### config.mk
export PLATFORM = sky130hd
export DESIGN_NAME = hamming_rx_ctrl_flat
export DESIGN_NICKNAME = d
export VERILOG_FILES = /design/src/rtl/hamming_rx_ctrl_if.sv /design/src/rtl/hamming_rx_ctrl.sv /design/src/flat_wrapper.sv
export SDC_FILE = /design/constraint.sdc
export NUM_CORES = 1
export LEC_CHECK = 0
export CORE_MARGIN = 10
export CORE_UTILIZATION = 55
export DETAILED_ROUTE_END_ITERATION = 10
export GPL_TIMING_DRIVEN = 0
export PLACE_DENSITY = 0.79
export SLEW_MARGIN = 20
export SYNTH_ARGS = -nofsm -noshare
export SYNTH_HDL_FRONTEND = slang
export SYNTH_SLANG_ARGS = --single-unit
### constraint.sdc
create_clock -name clk -period 2.7 [get_ports clk]
set_clock_uncertainty 0.05 [all_clocks]
set_input_delay 0.81 -clock clk [delete_from_list [all_inputs] [get_ports clk]]
set_output_delay 0.81 -clock clk [all_outputs]
set_load 0.01 [all_outputs]
### src/rtl/hamming_rx_ctrl_if.sv
// Purpose : byte-in / decoded-byte-out bundle for the Hamming(13,8) receive sequencer.
// Latency : n/a (wires only).
// Backpressure: out_valid/out_ready handshake; rx side is a strobe with no backpressure.
// Ports   : rx_byte/rx_valid (UART RX byte strobe), out_data/out_valid/out_ready (decoded byte),
//           out_err_single/out_err_double (status flags qualified by out_valid).
interface hamming_rx_ctrl_if;
    logic [7:0] rx_byte;
    logic       rx_valid;
    logic [7:0] out_data;
    logic       out_valid;
    logic       out_ready;
    logic       out_err_single;
    logic       out_err_double;

    // master: the side feeding bytes in and consuming decoded bytes
    modport master (
        output rx_byte, rx_valid, out_ready,
        input  out_data, out_valid, out_err_single, out_err_double
    );

    // slave: the sequencer itself
    modport slave (
        input  rx_byte, rx_valid, out_ready,
        output out_data, out_valid, out_err_single, out_err_double
    );
endinterface

### src/rtl/hamming_rx_ctrl.sv
// Purpose : assembles two UART bytes into a Hamming(13,8) SECDED codeword, decodes it, keeps error stats.
// Latency : high byte sampled at edge E -> out_valid high after edge E+1; all outputs registered.
// Backpressure: out_valid held until out_ready; bytes arriving while decoding/holding are dropped and counted.
// Ports   : clk, rst (async active-high); bus (hamming_rx_ctrl_if.slave); clr_cnt_i (sync counter clear);
//           cnt_single_o, cnt_double_o, cnt_frame_o, cnt_overrun_o (8-bit saturating statistics).
module hamming_rx_ctrl #(
    parameter int         TIMEOUT_CYC = 1024,
    parameter logic [2:0] HDR         = 3'b101,
    parameter bit         DROP_DOUBLE = 1'b1
) (
    input  logic              clk,
    input  logic              rst,
    hamming_rx_ctrl_if.slave  bus,
    input  logic              clr_cnt_i,
    output logic [7:0]        cnt_single_o,
    output logic [7:0]        cnt_double_o,
    output logic [7:0]        cnt_frame_o,
    output logic [7:0]        cnt_overrun_o
);

    localparam int TW = $clog2(TIMEOUT_CYC + 1);

    typedef enum logic [1:0] {WAIT_LO, WAIT_HI, DECODE, HOLD} state_t;

    state_t        state_q, state_d;
    logic [12:0]   code_q, code_d;
    logic [TW-1:0] timer_q, timer_d;
    logic [7:0]    out_data_q, out_data_d;
    logic          out_valid_q, out_valid_d;
    logic          err_single_q, err_single_d;
    logic          err_double_q, err_double_d;
    logic [7:0]    cnt_single_q, cnt_single_d;
    logic [7:0]    cnt_double_q, cnt_double_d;
    logic [7:0]    cnt_frame_q, cnt_frame_d;
    logic [7:0]    cnt_overrun_q, cnt_overrun_d;

    logic inc_single, inc_double, inc_frame, inc_overrun;

    // SECDED decode of the assembled codeword (code[i] is Hamming position i+1)
    logic [3:0]  syn;
    logic        overall;
    logic [12:0] fixed;
    logic        dec_single, dec_double;
    logic [7:0]  dec_data;

    always_comb begin
        syn[0]  = ^{code_q[0], code_q[2], code_q[4], code_q[6], code_q[8], code_q[10]};
        syn[1]  = ^{code_q[1], code_q[2], code_q[5], code_q[6], code_q[9], code_q[10]};
        syn[2]  = ^{code_q[3], code_q[4], code_q[5], code_q[6], code_q[11]};
        syn[3]  = ^{code_q[7], code_q[8], code_q[9], code_q[10], code_q[11]};
        overall = ^code_q;
        fixed   = code_q;
        // Syndromes 14/15 point past the codeword: with odd overall parity that can
        // only be a multi-bit error, so it is reported as uncorrectable.
        dec_single = overall && (syn <= 4'd13);
        dec_double = (!overall && (syn != 4'd0)) || (overall && (syn > 4'd13));
        if (overall) begin
            for (int i = 0; i < 13; i++) begin
                if (syn == 4'(i + 1)) fixed[i] = ~fixed[i];
            end
        end
        dec_data = {fixed[11], fixed[10], fixed[9], fixed[8],
                    fixed[6],  fixed[5],  fixed[4], fixed[2]};
    end

    function automatic logic [7:0] sat_inc(input logic [7:0] v);
        return (v == 8'hFF) ? v : v + 8'd1;
    endfunction

    always_comb begin
        state_d      = state_q;
        code_d       = code_q;
        timer_d      = timer_q;
        out_data_d   = out_data_q;
        out_valid_d  = out_valid_q;
        err_single_d = err_single_q;
        err_double_d = err_double_q;
        inc_single   = 1'b0;
        inc_double   = 1'b0;
        inc_frame    = 1'b0;
        inc_overrun  = 1'b0;

        case (state_q)
            WAIT_LO: begin
                if (bus.rx_valid) begin
                    code_d[7:0] = bus.rx_byte;
                    timer_d     = '0;
                    state_d     = WAIT_HI;
                end
            end
            WAIT_HI: begin
                // A byte arriving on the timeout cycle takes priority over the timeout.
                if (bus.rx_valid) begin
                    if (bus.rx_byte[7:5] == HDR) begin
                        code_d[12:8] = bus.rx_byte[4:0];
                        state_d      = DECODE;
                    end else begin
                        inc_frame = 1'b1;
                        state_d   = WAIT_LO;
                    end
                end else if (timer_q == TW'(TIMEOUT_CYC - 1)) begin
                    inc_frame = 1'b1;
                    state_d   = WAIT_LO;
                end else begin
                    timer_d = timer_q + TW'(1);
                end
            end
            DECODE: begin
                inc_overrun = bus.rx_valid;
                if (dec_double && DROP_DOUBLE) begin
                    inc_double = 1'b1;
                    state_d    = WAIT_LO;
                end else begin
                    out_valid_d  = 1'b1;
                    out_data_d   = dec_data;
                    err_single_d = dec_single;
                    err_double_d = dec_double;
                    inc_single   = dec_single;
                    inc_double   = dec_double;
                    state_d      = HOLD;
                end
            end
            HOLD: begin
                inc_overrun = bus.rx_valid;
                if (bus.out_ready) begin
                    out_valid_d = 1'b0;
                    state_d     = WAIT_LO;
                end
            end
            default: state_d = WAIT_LO;
        endcase

        // Clear wins over any increment landing in the same cycle.
        cnt_single_d  = clr_cnt_i ? 8'd0 : (inc_single  ? sat_inc(cnt_single_q)  : cnt_single_q);
        cnt_double_d  = clr_cnt_i ? 8'd0 : (inc_double  ? sat_inc(cnt_double_q)  : cnt_double_q);
        cnt_frame_d   = clr_cnt_i ? 8'd0 : (inc_frame   ? sat_inc(cnt_frame_q)   : cnt_frame_q);
        cnt_overrun_d = clr_cnt_i ? 8'd0 : (inc_overrun ? sat_inc(cnt_overrun_q) : cnt_overrun_q);
    end

    always_ff @(posedge clk or posedge rst) begin
        if (rst) begin
            state_q       <= WAIT_LO;
            code_q        <= '0;
            timer_q       <= '0;
            out_data_q    <= '0;
            out_valid_q   <= 1'b0;
            err_single_q  <= 1'b0;
            err_double_q  <= 1'b0;
            cnt_single_q  <= '0;
            cnt_double_q  <= '0;
            cnt_frame_q   <= '0;
            cnt_overrun_q <= '0;
        end else begin
            state_q       <= state_d;
            code_q        <= code_d;
            timer_q       <= timer_d;
            out_data_q    <= out_data_d;
            out_valid_q   <= out_valid_d;
            err_single_q  <= err_single_d;
            err_double_q  <= err_double_d;
            cnt_single_q  <= cnt_single_d;
            cnt_double_q  <= cnt_double_d;
            cnt_frame_q   <= cnt_frame_d;
            cnt_overrun_q <= cnt_overrun_d;
        end
    end

    assign bus.out_data       = out_data_q;
    assign bus.out_valid      = out_valid_q;
    assign bus.out_err_single = err_single_q;
    assign bus.out_err_double = err_double_q;
    assign cnt_single_o       = cnt_single_q;
    assign cnt_double_o       = cnt_double_q;
    assign cnt_frame_o        = cnt_frame_q;
    assign cnt_overrun_o      = cnt_overrun_q;

endmodule

### src/flat_wrapper.sv
// flat-port wrapper written by rule: the top's interface ports become plain ports
module hamming_rx_ctrl_flat 
#(
    parameter int         TIMEOUT_CYC = 1024,
    parameter logic [2:0] HDR         = 3'b101,
    parameter bit         DROP_DOUBLE = 1'b1
)
  (clk, rst, clr_cnt_i, cnt_single_o, cnt_double_o, cnt_frame_o, cnt_overrun_o, bus_rx_byte, bus_rx_valid, bus_out_ready, bus_out_data, bus_out_valid, bus_out_err_single, bus_out_err_double);
  hamming_rx_ctrl_if bus_i ();
  input  logic clk;
  input  logic rst;
  input  logic clr_cnt_i;
  output logic [7:0] cnt_single_o;
  output logic [7:0] cnt_double_o;
  output logic [7:0] cnt_frame_o;
  output logic [7:0] cnt_overrun_o;
  input wire logic [$bits(bus_i.rx_byte)-1:0] bus_rx_byte;
  input wire logic [$bits(bus_i.rx_valid)-1:0] bus_rx_valid;
  input wire logic [$bits(bus_i.out_ready)-1:0] bus_out_ready;
  output wire logic [$bits(bus_i.out_data)-1:0] bus_out_data;
  output wire logic [$bits(bus_i.out_valid)-1:0] bus_out_valid;
  output wire logic [$bits(bus_i.out_err_single)-1:0] bus_out_err_single;
  output wire logic [$bits(bus_i.out_err_double)-1:0] bus_out_err_double;
  assign bus_i.rx_byte = bus_rx_byte;
  assign bus_i.rx_valid = bus_rx_valid;
  assign bus_i.out_ready = bus_out_ready;
  assign bus_out_data = bus_i.out_data;
  assign bus_out_valid = bus_i.out_valid;
  assign bus_out_err_single = bus_i.out_err_single;
  assign bus_out_err_double = bus_i.out_err_double;
  hamming_rx_ctrl #(.TIMEOUT_CYC(TIMEOUT_CYC), .HDR(HDR), .DROP_DOUBLE(DROP_DOUBLE)) u_core (.clk(clk), .rst(rst), .bus(bus_i), .clr_cnt_i(clr_cnt_i), .cnt_single_o(cnt_single_o), .cnt_double_o(cnt_double_o), .cnt_frame_o(cnt_frame_o), .cnt_overrun_o(cnt_overrun_o));
endmodule
# After elaboration in Yosys (flattened, before gate mapping)
# Index checks and enable logic that the tools add are counted.
[classes]
n_addsub = 5
magnitude_cmp = 2
eq_ne = 31
mux = 48
n_bitwise = 13
n_reduce_logical = 29
[ops]
columns = ["op", "n"]
rows = [
  ["$mux 8", 12],
  ["$mux 11", 3],
  ["$add 8x1->8 const B", 4],
  ["$eq 8x8->1 const B", 4],
  ["$mux 1", 23],
  ["$pmux 11 s2", 1],
  ["$eq 4x4->1 const B", 5],
  ["$ne 2x2->1 const B", 9],
  ["$eq 4x3->1 const B", 4],
  ["$not 1->1", 13],
  ["$reduce_xor 13->1", 1],
  ["$mux 12", 1],
  ["$mux 2", 6],
  ["$reduce_and 2->1", 6],
  ["$reduce_bool 2->1", 6],
  ["$reduce_xor 6->1", 2],
  ["$add 11x1->11 const B", 1],
  ["$eq 11x10->1 const B", 1],
  ["$reduce_xor 5->1", 2],
  ["$reduce_and 3->1", 3],
  ["$eq 4x2->1 const B", 2],
  ["$pmux 2 s4", 1],
  ["$eq 2x2->1 const B", 2],
  ["$eq 4x1->1 const B", 1],
  ["13 further kinds", 15],
]
[totals]
ff_bits = 68
in_bits = 13
elab_cells = 139

# Logic depth before layout (Yosys ltp)
# Gate-level depths: netlist of the first run.
[depth]
ltp_word = 8
mapped_depth = 8
ltp_nobuf = 7

# Worst setup path before layout of the first run
# No wires, ideal clock.
[synth_path]
kind = "input to register"
from = "input port bus_rx_valid"
to = "register u_core.code_q[0]"
setup_time_ps = 125
arrival_time_ps = 2396
t_required_ps = 2525
path_slack_ps = 129
stages = 4
path_buffers = 2
path_cell_list = "clkbuf_1 > nor3b_1 > clkbuf_1 > mux2_2"
[synth_between]
elab_chain_len = 1
[synth_lines]
columns = ["item", "line_no", "source"]
rows = [
  ["start, declared", "flat_wrapper.sv:18", "input wire logic [$bits(bus_i.rx_valid)-1:0] bus_rx_valid;"],
  ["$reduce_and 2->1 (no line)", "-", ""],
  ["end signal, assigned", "hamming_rx_ctrl.sv:155", "code_q <= code_d;"],
  ["end, declared", "hamming_rx_ctrl.sv:26", "logic [12:0] code_q, code_d;"],
]
# Every way passes these cells.
# A chain may end at the register's enable or synchronous reset.

# Worst setup path after layout of the first run
[layout_path]
from = "register u_core.code_q[10]"
to = "register u_core.out_data_q[2], in the netlist u_core.bus.out_data[2]"
[layout_between]
elab_chain_len = 6
word_cells_on_any_way = 15
[layout_lines]
columns = ["item", "line_no", "source"]
rows = [
  ["$reduce_xor 6->1, or another cell as far along", "hamming_rx_ctrl.sv:47", "syn[0] = ^{code_q[0], code_q[2], code_q[4], code_q[6], code_q[8], code_q[10]};"],
  ["$gt 4x4->1, or another cell as far along", "hamming_rx_ctrl.sv:56", "dec_double = (!overall && (syn != 4'd0)) || (overall && (syn > 4'd13));"],
  ["$logic_and 1x1->1", "hamming_rx_ctrl.sv:56", ""],
  ["$logic_or 1x1->1", "hamming_rx_ctrl.sv:56", ""],
  ["$not 1->1 (no line)", "-", ""],
  ["$reduce_and 2->1 (no line)", "-", ""],
  ["end signal, assigned", "hamming_rx_ctrl.sv:157", "out_data_q <= out_data_d;"],
  ["end, declared", "hamming_rx_ctrl.sv:28", "logic [7:0] out_data_q, out_data_d;"],
]
# Several ways; a longest one is shown, not always the timed one.

==> results.json, run 1 <==
{
  "synth_mux_area_frac": 0.0930,
  "rows": 30,
  "area_delta_synth_final_pct": 24.6,
  "cp_slowest_cell": "dfrtp_1",
  "synth_top_area_frac": 0.430,
  "drcViolationCount": 0,
  "core_area_sq_um": 6910,
  "grt_usage": 0.171,
  "port_buffers": 52,
  "cp.depth": 7,
  "gp_congestion": 0.855,
  "fin_tns_setup_ps": 0,
  "fmax_mhz": 379,
  "hold-path-endpoint": "u_core.bus.out_err_single",
  "numCtsBuffers": 9,
  "hpwl_um": 6550,
  "synth_area_leader_cell": "dfrtp_1",
  "timing.rr.end": "u_core.bus.out_data[2]",
  "slew_violations": 0,
  "tightest_slew_ps": 784,
  "setup_ws_ps": 61.3,
  "overflow": 0,
  "antenna_found_initial": 0,
  "crit_fanout": 10,
  "cts_tree": "done",
  "clk_pin_slew_ps": 70,
  "grt_pass1_wl_um": 15800,
  "ys_warn_count": 0,
  "place_ws_ps": -301,
  "ys_types": 56,
  "grt_max_degree": 44,
  "async_reset_ff_frac": 1.00,
  "final_hold_viol_count": 0,
  "cp.arrival_ps": 2820,
  "worstSetupPathType": "reg -> reg",
  "r2r_slack_ps": 60,
  "startpoint_type": "flop",
  "min_period_ps": 2640,
  "clk_path_buf_depth": 2,
  "fin_util": 0.713,
  "crit_path_max_incr_delay_ps": 500,
  "synth.avg_cell_area_sq_um": 10.6,
  "synthCells": 373,
  "drtIter0Drc": 129,
  "vias_per_cell": 5.75,
  "die_area_sq_um": 11000,
  "syn_nets": 391,
  "drv_cap": 0,
  "critPathBufInv": 1,
  "syn-cell-area_sq_um": 3950,
  "start_util": 0.572,
  "clk_latency_ps": 350,
  "final_cell_count_no_fill": 540,
  "dieHeight_um": 105,
  "synth-seq-area-share": 0.430,
  "yosys-top-cells-area": "dfrtp_1, mux2_2, xnor2_1, xor2_1, nor2_1",
  "drt_pre_antenna_iters": 4,
  "cts.htree.levels": 3,
  "cts_hold_buf": 0,
  "outcome": "finished, final reports clean",
  "rsz0062_at_grt": "true",
  "cp-end-kind": "flop",
  "synth_compound_area_frac": 0.0981,
  "synthXorXnorAreaFrac": 0.133,
  "r2r_cells": 7,
  "worstSetupStartpoint": "u_core.code_q[10]",
  "yosys.area_share.simple": 0.197,
  "final-setup-viol-count": 0,
  "cts-root-buf": "clkbuf_8",
  "synthMostInstantiatedCell": "dfrtp_1",
  "layout-drive-gt1-share": 0.169,
  "ir_drop_uv": 858,
  "final_nets": 458,
  "ys.flop_type": "dfrtp_1",
  "synth_edf_count": 0,
  "vias": 3103,
  "min_from": "u_core.bus.out_err_single",
  "whs_ps": 454,
  "cp_top_family": "XOR/XNOR gates",
  "synth_top_family_by_area": "simple AND/OR/NAND/NOR gates",
  "synth_adder_area_share": 0.0158,
  "placed_cells_incl_taps": 522,
  "cts_num_sinks": 68,
  "reg2reg_from": "u_core.code_q[10]",
  "postRouteAntennaNets": 0,
  "synth_commonest_cells": "dfrtp_1, nor2_1, xnor2_1",
  "required_ps": 2880,
  "period_share": 0.977,
  "leakagePower_nw": 2.05,
  "pwr_density_cell_nw_per_um2": 1310,
  "die_w_um": 105,
  "ys_ff_latch": 68,
  "first_global_vias": 3160,
  "crit_path_cell_trace": "xnor2_4 -> xnor3_2 -> o21a_2 -> a21oi_4 -> o31ai_4 -> buf_6 -> mux2_4",
  "hp-class": "reg -> reg",
  "holdPathStages": 1,
  "wirelength_um": 9400,
  "n_antenna_cell": 0,
  "avgRoutedWirePerCell_um": 17.4,
  "max_slew_margin": 0.477,
  "pin_count": 56
}
-- cell families (layout without fill, tap and decap cells) --
| group | count (synthesis) | count (layout) |
|---|---|---|
| compound gates | 54 | 54 |
| xor+xnor | 49 | 49 |
| fa+ha+maj | 5 | 5 |
| buf+inv | 23 | 94 |
| flops | 68 | 68 |
| mux | 31 | 31 |
| other cells | 1 | 1 |
| simple gates | 142 | 142 |
-- layer usage --
metal  track usage  vias up  routed length (um)
met5             0        -                   0
met4        0.0627        0                 153
met3        0.0381       14                 400
met2         0.267       66                4510
met1         0.228     1543                4330
li1              -     1480                   -
-- per-stage QoR --
step / cell area (sq um) / total power, mW
detailed placement: 4630 / 5.11
finish: 4930 / 6.43
CTS: 4840 / 6.13
global route: 4930 / 6.85
floorplan: 3950 / 4.27
global placement: 4590 / 4.96
-- worst max path at each step --
stage | to | slack, ps
2_1_floorplan | u_core.bus.out_data[0] | 130
3_3_place_gp | u_core.cnt_single_o[4] | -1060
3_5_place_dp | u_core.cnt_frame_o[5] | -300
4_1_cts | u_core.cnt_frame_o[5] | 10
5_1_grt | u_core.bus.out_data[0] | -30
6_report | u_core.bus.out_data[2] | 60
-- state kept, by name, summed over array words and instances, names as in the netlist --
name / count
u_core.cnt_overrun_o: 8
u_core.bus.out_err_single: 1
u_core.cnt_single_o: 8
u_core.code_q: 13
u_core.state_q: 2
u_core.bus.out_data: 8
u_core.cnt_frame_o: 8
u_core.cnt_double_o: 8
u_core.timer_q: 11
u_core.bus.out_valid: 1
-- power by group --
group          leakage, nW  switching, mW  total (mW)  internal (mW)
combinational         1.05           2.27        4.17           1.91
sequential           0.910          0.277        1.51           1.23
clock               0.0893          0.378       0.754          0.376
-- area by class of cell --
class | count | area, sq um
Buffer | 14 | 91.3
Fill cell | 549 | 1980
Multi-Input combinational cell | 282 | 2220
Clock buffer | 13 | 159
Inverter | 8 | 32.5
Sequential cell | 68 | 1700
Timing Repair Buffer | 57 | 591
Clock inverter | 2 | 10.0
Tap cell | 96 | 120
-- layout by cell type, fill, tap and decap left out, drive strengths merged, types with 10 or more instances in the layout --
cell and instances:
dfrtp 68, clkdlybuf4s50 52, nor2 34, mux2 28, xnor2 25, clkbuf 24, xor2 20, nand3 19
nand2 19, o21ai 11, a21oi 11, nor3 10
-- repair_timing --
| item | 4_1_cts | 5_1_grt |
|---|---|---|
| buffers inserted | 2 | 2 |
| endpoints found under the setup margin | 9 | 13 |
| gates resized for setup | 2 | 9 |
| pin swaps | 0 | 1 |
(Power assumes the default switching activity.)
==> run 2, diff against run 1 <==
CORE_MARGIN = not set   (was 10)
==> results.json, run 2 (same netlist as run 1, synthesis figures left out) <==
{
  "outcome": "finished, final reports clean",
  "pwr_density_cell_nw_per_um2": 1310,
  "p_seq_frac": 0.229,
  "largest-register": "u_core.code_q",
  "final_hold_viol_count": 0,
  "grt_max_degree": 50,
  "clk_path_buf_depth": 2,
  "fin_util": 0.721,
  "crit_fanout": 10,
  "clk_latency_ps": 350,
  "grt_pass1_wl_um": 14300,
  "rows": 30,
  "area_delta_synth_final_pct": 25.2,
  "drv_cap": 0,
  "crit_path_max_incr_delay_ps": 500,
  "die_area_sq_um": 7530,
  "hp-class": "reg -> reg",
  "most-common-layout-cells": "dfrtp_1, clkdlybuf4s50_1, nor2_1, mux2_2",
  "placed_cells_incl_taps": 522,
  "comb_power_share": 0.636,
  "largestRegisters": "u_core.code_q x13, u_core.timer_q x11",
  "timing.rr.end": "u_core.bus.out_data[0]",
  "nFillCells": 488,
  "port_buffers": 52,
  "layout-drive-gt1-share": 0.176,
  "intPower_mw": 3.63,
  "worstSetupStartpoint": "u_core.code_q[10]",
  "grt_usage": 0.249,
  "overflow": 0,
  "largest_register_ffs": 13,
  "first_global_vias": 3011,
  "ir_drop_uv": 760,
  "swShare": 0.441,
  "worstSetupPathType": "reg -> reg",
  "crit_path_cell_trace": "xnor2_4 -> xnor3_2 -> o21a_2 -> a21oi_4 -> o31ai_4 -> buf_6 -> mux2_4",
  "drcViolationCount": 0,
  "hpwl_um": 5960,
  "vias": 3121,
  "vias_per_cell": 5.78,
  "r2r_cells": 7,
  "endpoint": "u_core.bus.out_data[0]",
  "cp_slowest_cell": "xnor3_2",
  "r2r_slack_ps": 90,
  "cp-end-kind": "flop",
  "antenna_found_initial": 0,
  "core_area_sq_um": 6870,
  "startpoint_type": "flop",
  "final_nets": 458,
  "n_antenna_cell": 0,
  "cts_hold_buf": 0,
  "wirelength_um": 8790,
  "clk_pin_slew_ps": 70,
  "mostFrequentLayoutCell": "dfrtp_1",
  "cts-root-buf": "clkbuf_8",
  "p_switching_mw": 2.86,
  "numCtsBuffers": 9,
  "clockPowerShare": 0.135,
  "pin_count": 56,
  "multi_input_area_sq_um": 2220,
  "max_slew_margin": 0.549,
  "cp.arrival_ps": 2790,
  "gp_congestion": 0.816,
  "slew_violations": 0,
  "dieHeight_um": 86.8,
  "avgRoutedWirePerCell_um": 16.3,
  "cts_tree": "done",
  "reg2reg_from": "u_core.code_q[10]",
  "drtIter0Drc": 194,
  "final_cell_count_no_fill": 540,
  "drt_pre_antenna_iters": 5,
  "leakagePower_nw": 2.07,
  "tightest_slew_ps": 676,
  "period_share": 0.967,
  "min_from": "u_core.bus.out_valid",
  "fmax_mhz": 383,
  "ff_latch_area_sq_um": 1700,
  "final-setup-viol-count": 0,
  "min_period_ps": 2610,
  "die_w_um": 86.8,
  "cts.htree.levels": 3,
  "start_util": 0.576,
  "postRouteAntennaNets": 0,
  "required_ps": 2880,
  "cts_num_sinks": 68
}
## run 2: layout make-up
cell class                      count  share of cell area
Multi-Input combinational cell    282               0.449
Sequential cell                    68               0.344
Timing Repair Buffer               57               0.117
Clock buffer                       14              0.0349
Tap cell                           96              0.0243
Buffer                             14              0.0184
Inverter                            8             0.00657
Clock inverter                      1             0.00607
## run 2: worst max-delay path, delay by kind of cell (launching register included)
family,cells,cell delay [ps]
AO/OA/AOI/OAI,3,670
XOR/XNOR,2,820
multiplexers,1,300
flip-flops,1,480
buffers and inverters,1,170
## run 2: routing by layer
layer / wire [um] / vias to the layer above / global-route usage / share of wire
li1: - / 1479 / - / -
met1: 3990 / 1533 / 0.335 / 0.45
met2: 4200 / 92 / 0.392 / 0.48
met3: 419 / 17 / 0.0429 / 0.048
met4: 177 / 0 / 0.118 / 0.020
met5: 0 / - / 0 / 0
## run 2: worst min path at each step
stage,to,depth (start not counted)
floorplan,u_core.timer_q[10],2
global route,u_core.bus.out_data[1],1
global placement,u_core.bus.out_valid,2
detailed placement,u_core.bus.out_data[0],1
finish,u_core.bus.out_valid,2
CTS,u_core.bus.out_data[0],1
## run 2: timing repair
item / 4_1_cts / 5_1_grt
setup buffers: 3 / 1
pin swaps: 0 / 2
gates resized for setup: 2 / 12
endpoints found under the setup margin: 19 / 17
## run 2: metrics by stage
step           hold slack (ps)  area, sq um  TNS [ps]  setup slack, ps  total power, mW
2_1_floorplan              435         3950         0              128             4.27
4_1_cts                    460         4860         0             35.7             6.15
3_3_place_gp               439         4590    -74980            -1080             4.95
5_1_grt                    471         4950    -0.215           -0.215             6.94
6_report                   457         4950         0             89.3             6.49
3_5_place_dp               440         4620     -3020             -387             5.07
## run 2: power by group through the flow
stage               Clock (mW)  Combinational (mW)  Sequential, mW
global route             0.925                4.50            1.52
global placement             0                3.47            1.48
detailed placement           0                3.58            1.49
floorplan                    0                2.81            1.47
CTS                      0.882                3.80            1.47
finish                   0.873                4.12            1.49
